**src/rtl/latch_bank_ctrl_pkg.sv**
```systemverilog
// Shared types and constants for the latch bank write controller.
package latch_bank_ctrl_pkg;

  // Write sequencing states.
  typedef enum logic [2:0] {
    StIdle,
    StSetup,
    StPulse,
    StHold,
    StCheck
  } lbc_state_e;

  // Width of the saturating error counter.
  localparam int unsigned ErrCntW = 8;

endpackage

```
**src/rtl/latch_bank_ctrl_if.sv**
```systemverilog
// Two-requester write handshake bundle between requesters and the controller.
interface latch_bank_ctrl_if #(
  parameter int unsigned WIDTH = 8
);

  logic             req0_valid;
  logic [WIDTH-1:0] req0_data;
  logic             req0_ready;
  logic             req1_valid;
  logic [WIDTH-1:0] req1_data;
  logic             req1_ready;

  // Requester side.
  modport master (
    output req0_valid, req0_data, req1_valid, req1_data,
    input  req0_ready, req1_ready
  );

  // Controller side.
  modport slave (
    input  req0_valid, req0_data, req1_valid, req1_data,
    output req0_ready, req1_ready
  );

endinterface

```
**src/rtl/rr_arb2.sv**
```systemverilog
// Two-way round-robin arbiter: on a tie the requester not served last wins.
module rr_arb2 (
  input  logic valid0_i,
  input  logic valid1_i,
  input  logic last_grant_i,
  output logic grant_o
);

  // grant_o is only meaningful when at least one valid is high.
  always_comb begin
    grant_o = 1'b0;
    if (valid0_i && valid1_i) begin
      grant_o = ~last_grant_i;
    end else if (valid1_i) begin
      grant_o = 1'b1;
    end
  end

endmodule

```
**src/rtl/latch_bank_ctrl.sv**
```systemverilog
// Write controller for an external bank of gated SR latches: arbitrates two
// requesters, sequences set/reset drive around an enable pulse, and verifies
// the bank read-back.
module latch_bank_ctrl
  import latch_bank_ctrl_pkg::*;
#(
  parameter int unsigned WIDTH     = 8,
  parameter int unsigned EN_CYCLES = 2
) (
  input  logic               clk,
  input  logic               rst,
  latch_bank_ctrl_if.slave   req_if,
  output logic [WIDTH-1:0]   S,
  output logic [WIDTH-1:0]   R,
  output logic               en,
  input  logic [WIDTH-1:0]   Q,
  output logic               busy,
  output logic               done,
  output logic               grant_id,
  output logic               err,
  output logic [ErrCntW-1:0] err_cnt
);

  lbc_state_e         state_q, state_d;
  logic [3:0]         cnt_q, cnt_d;
  logic [WIDTH-1:0]   wr_data_q, wr_data_d;
  logic               grant_id_q, grant_id_d;
  logic               last_grant_q, last_grant_d;
  logic [ErrCntW-1:0] err_cnt_q, err_cnt_d;

  logic arb_grant;
  logic idle;
  logic accept;
  logic mismatch;
  logic drive;

  rr_arb2 u_arb (
    .valid0_i     (req_if.req0_valid),
    .valid1_i     (req_if.req1_valid),
    .last_grant_i (last_grant_q),
    .grant_o      (arb_grant)
  );

  // Handshake: ready only in IDLE, only to the granted requester, never in reset.
  always_comb begin
    idle              = (state_q == StIdle) && !rst;
    req_if.req0_ready = idle && req_if.req0_valid && !arb_grant;
    req_if.req1_ready = idle && req_if.req1_valid && arb_grant;
    accept            = req_if.req0_ready || req_if.req1_ready;
    mismatch          = (Q != wr_data_q);
  end

  // Next-state logic for sequencing, capture, arbitration history and error count.
  always_comb begin
    state_d      = state_q;
    cnt_d        = cnt_q;
    wr_data_d    = wr_data_q;
    grant_id_d   = grant_id_q;
    last_grant_d = last_grant_q;
    err_cnt_d    = err_cnt_q;
    unique case (state_q)
      StIdle: begin
        if (accept) begin
          wr_data_d    = arb_grant ? req_if.req1_data : req_if.req0_data;
          grant_id_d   = arb_grant;
          last_grant_d = arb_grant;
          state_d      = StSetup;
        end
      end
      StSetup: begin
        // Counter reaches zero on the last enable cycle.
        cnt_d   = 4'(EN_CYCLES - 1);
        state_d = StPulse;
      end
      StPulse: begin
        if (cnt_q == 4'd0) begin
          state_d = StHold;
        end else begin
          cnt_d = cnt_q - 4'd1;
        end
      end
      StHold: begin
        state_d = StCheck;
      end
      StCheck: begin
        if (mismatch && (err_cnt_q != '1)) begin
          err_cnt_d = err_cnt_q + ErrCntW'(1);
        end
        state_d = StIdle;
      end
      default: begin
        state_d = StIdle;
      end
    endcase
  end

  // State registers; reset also discards any in-flight write.
  always_ff @(posedge clk or posedge rst) begin
    if (rst) begin
      state_q      <= StIdle;
      cnt_q        <= 4'd0;
      wr_data_q    <= '0;
      grant_id_q   <= 1'b0;
      last_grant_q <= 1'b1;
      err_cnt_q    <= '0;
    end else begin
      state_q      <= state_d;
      cnt_q        <= cnt_d;
      wr_data_q    <= wr_data_d;
      grant_id_q   <= grant_id_d;
      last_grant_q <= last_grant_d;
      err_cnt_q    <= err_cnt_d;
    end
  end

  // Bank drive: S/R are complementary from SETUP through HOLD so en only
  // toggles while S/R are already settled; both are zero elsewhere.
  always_comb begin
    drive    = (state_q == StSetup) || (state_q == StPulse) || (state_q == StHold);
    S        = drive ? wr_data_q : '0;
    R        = drive ? ~wr_data_q : '0;
    en       = (state_q == StPulse);
    busy     = (state_q != StIdle);
    done     = (state_q == StCheck);
    err      = done && mismatch;
    grant_id = grant_id_q;
    err_cnt  = err_cnt_q;
  end

endmodule

```
**src/flat_wrapper.sv**
```systemverilog
// flat-port wrapper written by rule: the top's interface ports become plain ports
module latch_bank_ctrl_flat import latch_bank_ctrl_pkg::*;
#(
  parameter int unsigned WIDTH     = 8,
  parameter int unsigned EN_CYCLES = 2
)
  (clk, rst, S, R, en, Q, busy, done, grant_id, err, err_cnt, req_if_req0_valid, req_if_req0_data, req_if_req1_valid, req_if_req1_data, req_if_req0_ready, req_if_req1_ready);
  latch_bank_ctrl_if #(.WIDTH(WIDTH)) req_if_i ();
  input  logic clk;
  input  logic rst;
  output logic [WIDTH-1:0] S;
  output logic [WIDTH-1:0] R;
  output logic en;
  input  logic [WIDTH-1:0] Q;
  output logic busy;
  output logic done;
  output logic grant_id;
  output logic err;
  output logic [ErrCntW-1:0] err_cnt;
  input wire logic [$bits(req_if_i.req0_valid)-1:0] req_if_req0_valid;
  input wire logic [$bits(req_if_i.req0_data)-1:0] req_if_req0_data;
  input wire logic [$bits(req_if_i.req1_valid)-1:0] req_if_req1_valid;
  input wire logic [$bits(req_if_i.req1_data)-1:0] req_if_req1_data;
  output wire logic [$bits(req_if_i.req0_ready)-1:0] req_if_req0_ready;
  output wire logic [$bits(req_if_i.req1_ready)-1:0] req_if_req1_ready;
  assign req_if_i.req0_valid = req_if_req0_valid;
  assign req_if_i.req0_data = req_if_req0_data;
  assign req_if_i.req1_valid = req_if_req1_valid;
  assign req_if_i.req1_data = req_if_req1_data;
  assign req_if_req0_ready = req_if_i.req0_ready;
  assign req_if_req1_ready = req_if_i.req1_ready;
  latch_bank_ctrl #(.WIDTH(WIDTH), .EN_CYCLES(EN_CYCLES)) u_core (.clk(clk), .rst(rst), .req_if(req_if_i), .S(S), .R(R), .en(en), .Q(Q), .busy(busy), .done(done), .grant_id(grant_id), .err(err), .err_cnt(err_cnt));
endmodule
```
**config.mk**
```make
export PLATFORM = sky130hd
export DESIGN_NAME = latch_bank_ctrl_flat
export DESIGN_NICKNAME = d
export VERILOG_FILES = /design/src/rtl/latch_bank_ctrl_pkg.sv /design/src/rtl/latch_bank_ctrl_if.sv /design/src/rtl/rr_arb2.sv /design/src/rtl/latch_bank_ctrl.sv /design/src/flat_wrapper.sv
export SDC_FILE = /design/constraint.sdc
export NUM_CORES = 1
export LEC_CHECK = 0
export BUFFER_PORTS_ARGS = -buffer_cell sky130_fd_sc_hd__buf_2
export CORE_MARGIN = 4
export CORE_UTILIZATION = 52
export CTS_BUF_LIST = sky130_fd_sc_hd__clkbuf_16
export DETAILED_ROUTE_END_ITERATION = 10
export HOLD_SLACK_MARGIN = 0.05
export PLACE_DENSITY = 0.89
export RECOVER_POWER = 50
export SLEW_MARGIN = 15
export SYNTH_ARGS = -nofsm -noshare
export SYNTH_HDL_FRONTEND = slang
export SYNTH_SLANG_ARGS = --single-unit
```
**constraint.sdc**
```tcl
create_clock -name clk -period 4.35 [get_ports clk]
set_input_delay 0.87 -clock clk [delete_from_list [all_inputs] [get_ports clk]]
set_output_delay 0.87 -clock clk [all_outputs]
set_load 0.01 [all_outputs]
```
==> results.toml <==
[run_status]
status = "complete, no violations"

[drt]
antenna_left = 0
drt_wl_total_mm = 3.34
wl_per_cell_um = 14.0
drc_errors = 0
first_pass_iters = 4
dr_total_vias = 1279
drtIter0Drc = 68
viasPerCell = 5.35

[clocking]
clk_latency_ps = 260
cts_htree_levels = 1
cts.path.max_buffers = 2
cts_hold_buf = 0
ctsResizeCount = 0
cts_buffers = 3
cts_tree = "yes"
cts_root_buf = "clkbuf_16"
clock-sinks = 25
post_cts_buffers = 0
clkTransAtPathRegs_ps = 60

[flow_run]
maxCapViolCount = 0

[final_layout]
antenna_cells = 0
final_common_cell = "buf_2"
layout_common_cells = "buf_2 (53), dfrtp_1 (24), nor2_1 (20), nand2_1 (13), xnor2_1 (10)"
drive_above_1_share_pct = 34.1
fill_cells = 226
nets = 240
areaGrowthSynthToFinish_pct = 24.8
multiInputGateArea_um2 = 785
seq_area_um2 = 627

[power]
vdd_drop_max_mv = 0.482
power.leakage_nw = 0.919
power_density_mw_per_mm2 = 664
finalPower_w = 0.00122

[synth]
avgSynthCellArea_um2 = 9.84
ys_seq_elements = 25
syn_area_mm2 = 0.00148
synth_cell_type_count = 37
yosysSeqAreaShare_pct = 42.5
syn-num-nets = 181
async_flop_share_pct = 100
ys.flop_type = "dfrtp_1"
synth-edff-count = 0
synth-warning-count = 0
netlist_instances = 150

[place]
dp_hpwl_mm = 2.59
port_buffers = 58
gp_congestion = 0.821
pre_cts_ws_ps = 1690

[min_path]
min_path_type = "register to register"

[floorplan]
die_area_mm2 = 0.00376
ios = 59
initial_core_util_pct = 54.0
coreArea_mm2 = 0.00273
die_w_um = 61.3
chipHeight_um = 61.3
fp-row-count = 19

[sta]
maxSlewHeadroom_pct = 38.2
finalSetupTns_ps = 0
holdWs_ps = 477
skew_ps = 5.69
finalHoldViolations = 0
fin_ws_ps = 1220
worst_pin_slew_ps = 925
fmax_ghz = 0.319
rsz0062_at_grt = "false"
fin_crit_sh_pct = 72.0
finalCriticalPeriod_ps = 3130
slew_viol_final = 0
setup_viol = 0

[global_routing]
grt_overflow = 0
grt_pass1_vias = 1300
grt_max_degree = 26
grt_pass1_wl_mm = 5.53
grt_usage_pct = 19.7
antenna_found_initial = 0

[setup_path]
startpoint_type = "input pin"
end_kind = "primary output"
path_cells = "clkbuf_1 -> a21boi_0 -> clkbuf_1 -> and2_0 -> buf_2"
cp.arrival_ps = 2260
critPathBufInv = 3
crit_fanout = 9
required_ps = 3480
path_class = "input pin to primary output"
cpMostUsedCell = "clkbuf_1"
crit_slowest_cell = "clkbuf_1"
worst_path_largest_cell_delay_ps = 530
critPathTopFamily = "buffers and inverters"
report_power, final:
part / internal [W] / total [W] / leakage, nW / switching, W
clock network: 0.000125 / 0.000206 / 0.0371 / 0.0000816
registers: 0.000324 / 0.000433 / 0.311 / 0.000109
logic: 0.000267 / 0.000585 / 0.571 / 0.000318
kinds of logic (layout without fill, tap and decap cells):
logic type	Yosys count	count (layout)	synth area share, %
AOI/OAI and AO/OA	16	16	8.64
xor gates and xnor gates	16	16	10.5
adders and majority gates	3	3	2.54
buffers and inverters	11	69	3.56
DFF	25	25	42.5
muxes	12	12	8.39
and+or+nand+nor	67	67	23.9
worst register-to-register path, cell delays in order (launching register included):
cell      delay [ps]
dfrtp_1          470
nand2b_1         240
a211oi_1         750
mux2i_1          260
o32ai_1          100
synthesized netlist by cell type (all sizes together), types with 2 or more instances:
library cell	number	area, um^2
xnor2	12	120
mux2	3	33.8
inv	6	22.5
nand2	13	48.8
nor3	5	25.0
xor2	4	35.0
mux2i	9	90.1
dfrtp	24	601
and2	9	56.3
o21ai	9	56.3
nand4	3	18.8
nand2b	2	12.5
a21o	2	15.0
nor2	22	92.6
nand3	4	20.0
nor4	2	12.5
buf	4	26.3
ha	3	37.5
metrics by stage:
stage	std cells	util [%]	cell area, um^2
final	239	67.4	1840
after global routing	239	67.4	1840
after CTS	239	68.2	1870
after detailed placement	235	65.2	1780
after global placement	235	65.2	1780
after floorplan	150	-	1480
routing by layer:
metal,vias up,GRT usage [%],wire length [um]
met2,37,36.6,1810
li1,626,-,-
met5,-,0,0
met4,0,5.88,55
met1,610,21.3,1260
met3,6,5.87,211
flip-flops by register name, indices dropped and copies added (netlist names):
| name | flops |
|---|---|
| u_core.wr_data_q | 8 |
| u_core.cnt_q | 4 |
| u_core.err_cnt | 8 |
| u_core.last_grant_q | 1 |
| u_core.state_q | 3 |
| u_core.grant_id | 1 |
layout make-up:
| cell class | count | area share, % |
|---|---|---|
| Inverter | 6 | 1.22 |
| Sequential cell | 25 | 34.0 |
| Multi-Input combinational cell | 114 | 42.6 |
| Tap cell | 31 | 2.10 |
| Clock inverter | 1 | 0.407 |
| Timing Repair Buffer | 59 | 15.6 |
| Clock buffer | 3 | 4.07 |
path summary, 6_finish.rpt:
kind                                               start                               to  slack [ps]  cells after the start
max                                    req_if_req1_valid                req_if_req1_ready        1220                      5
min                          u_core.grant_id$_DFFE_PP0P_      u_core.grant_id$_DFFE_PP0P_         480                      1
max reg2reg                u_core.state_q[2]$_DFFE_PP0P_      u_core.cnt_q[1]$_DFFE_PP0P_        2380                      4
min reg2reg                  u_core.grant_id$_DFFE_PP0P_      u_core.grant_id$_DFFE_PP0P_         480                      1
max in group asynchronous                            rst    u_core.state_q[2]$_DFFE_PP0P_        2920                      2
min in group asynchronous                            rst  u_core.wr_data_q[1]$_DFFE_PP0P_         860                      2
No activity file was read; power rests on OpenSTA's default activity.
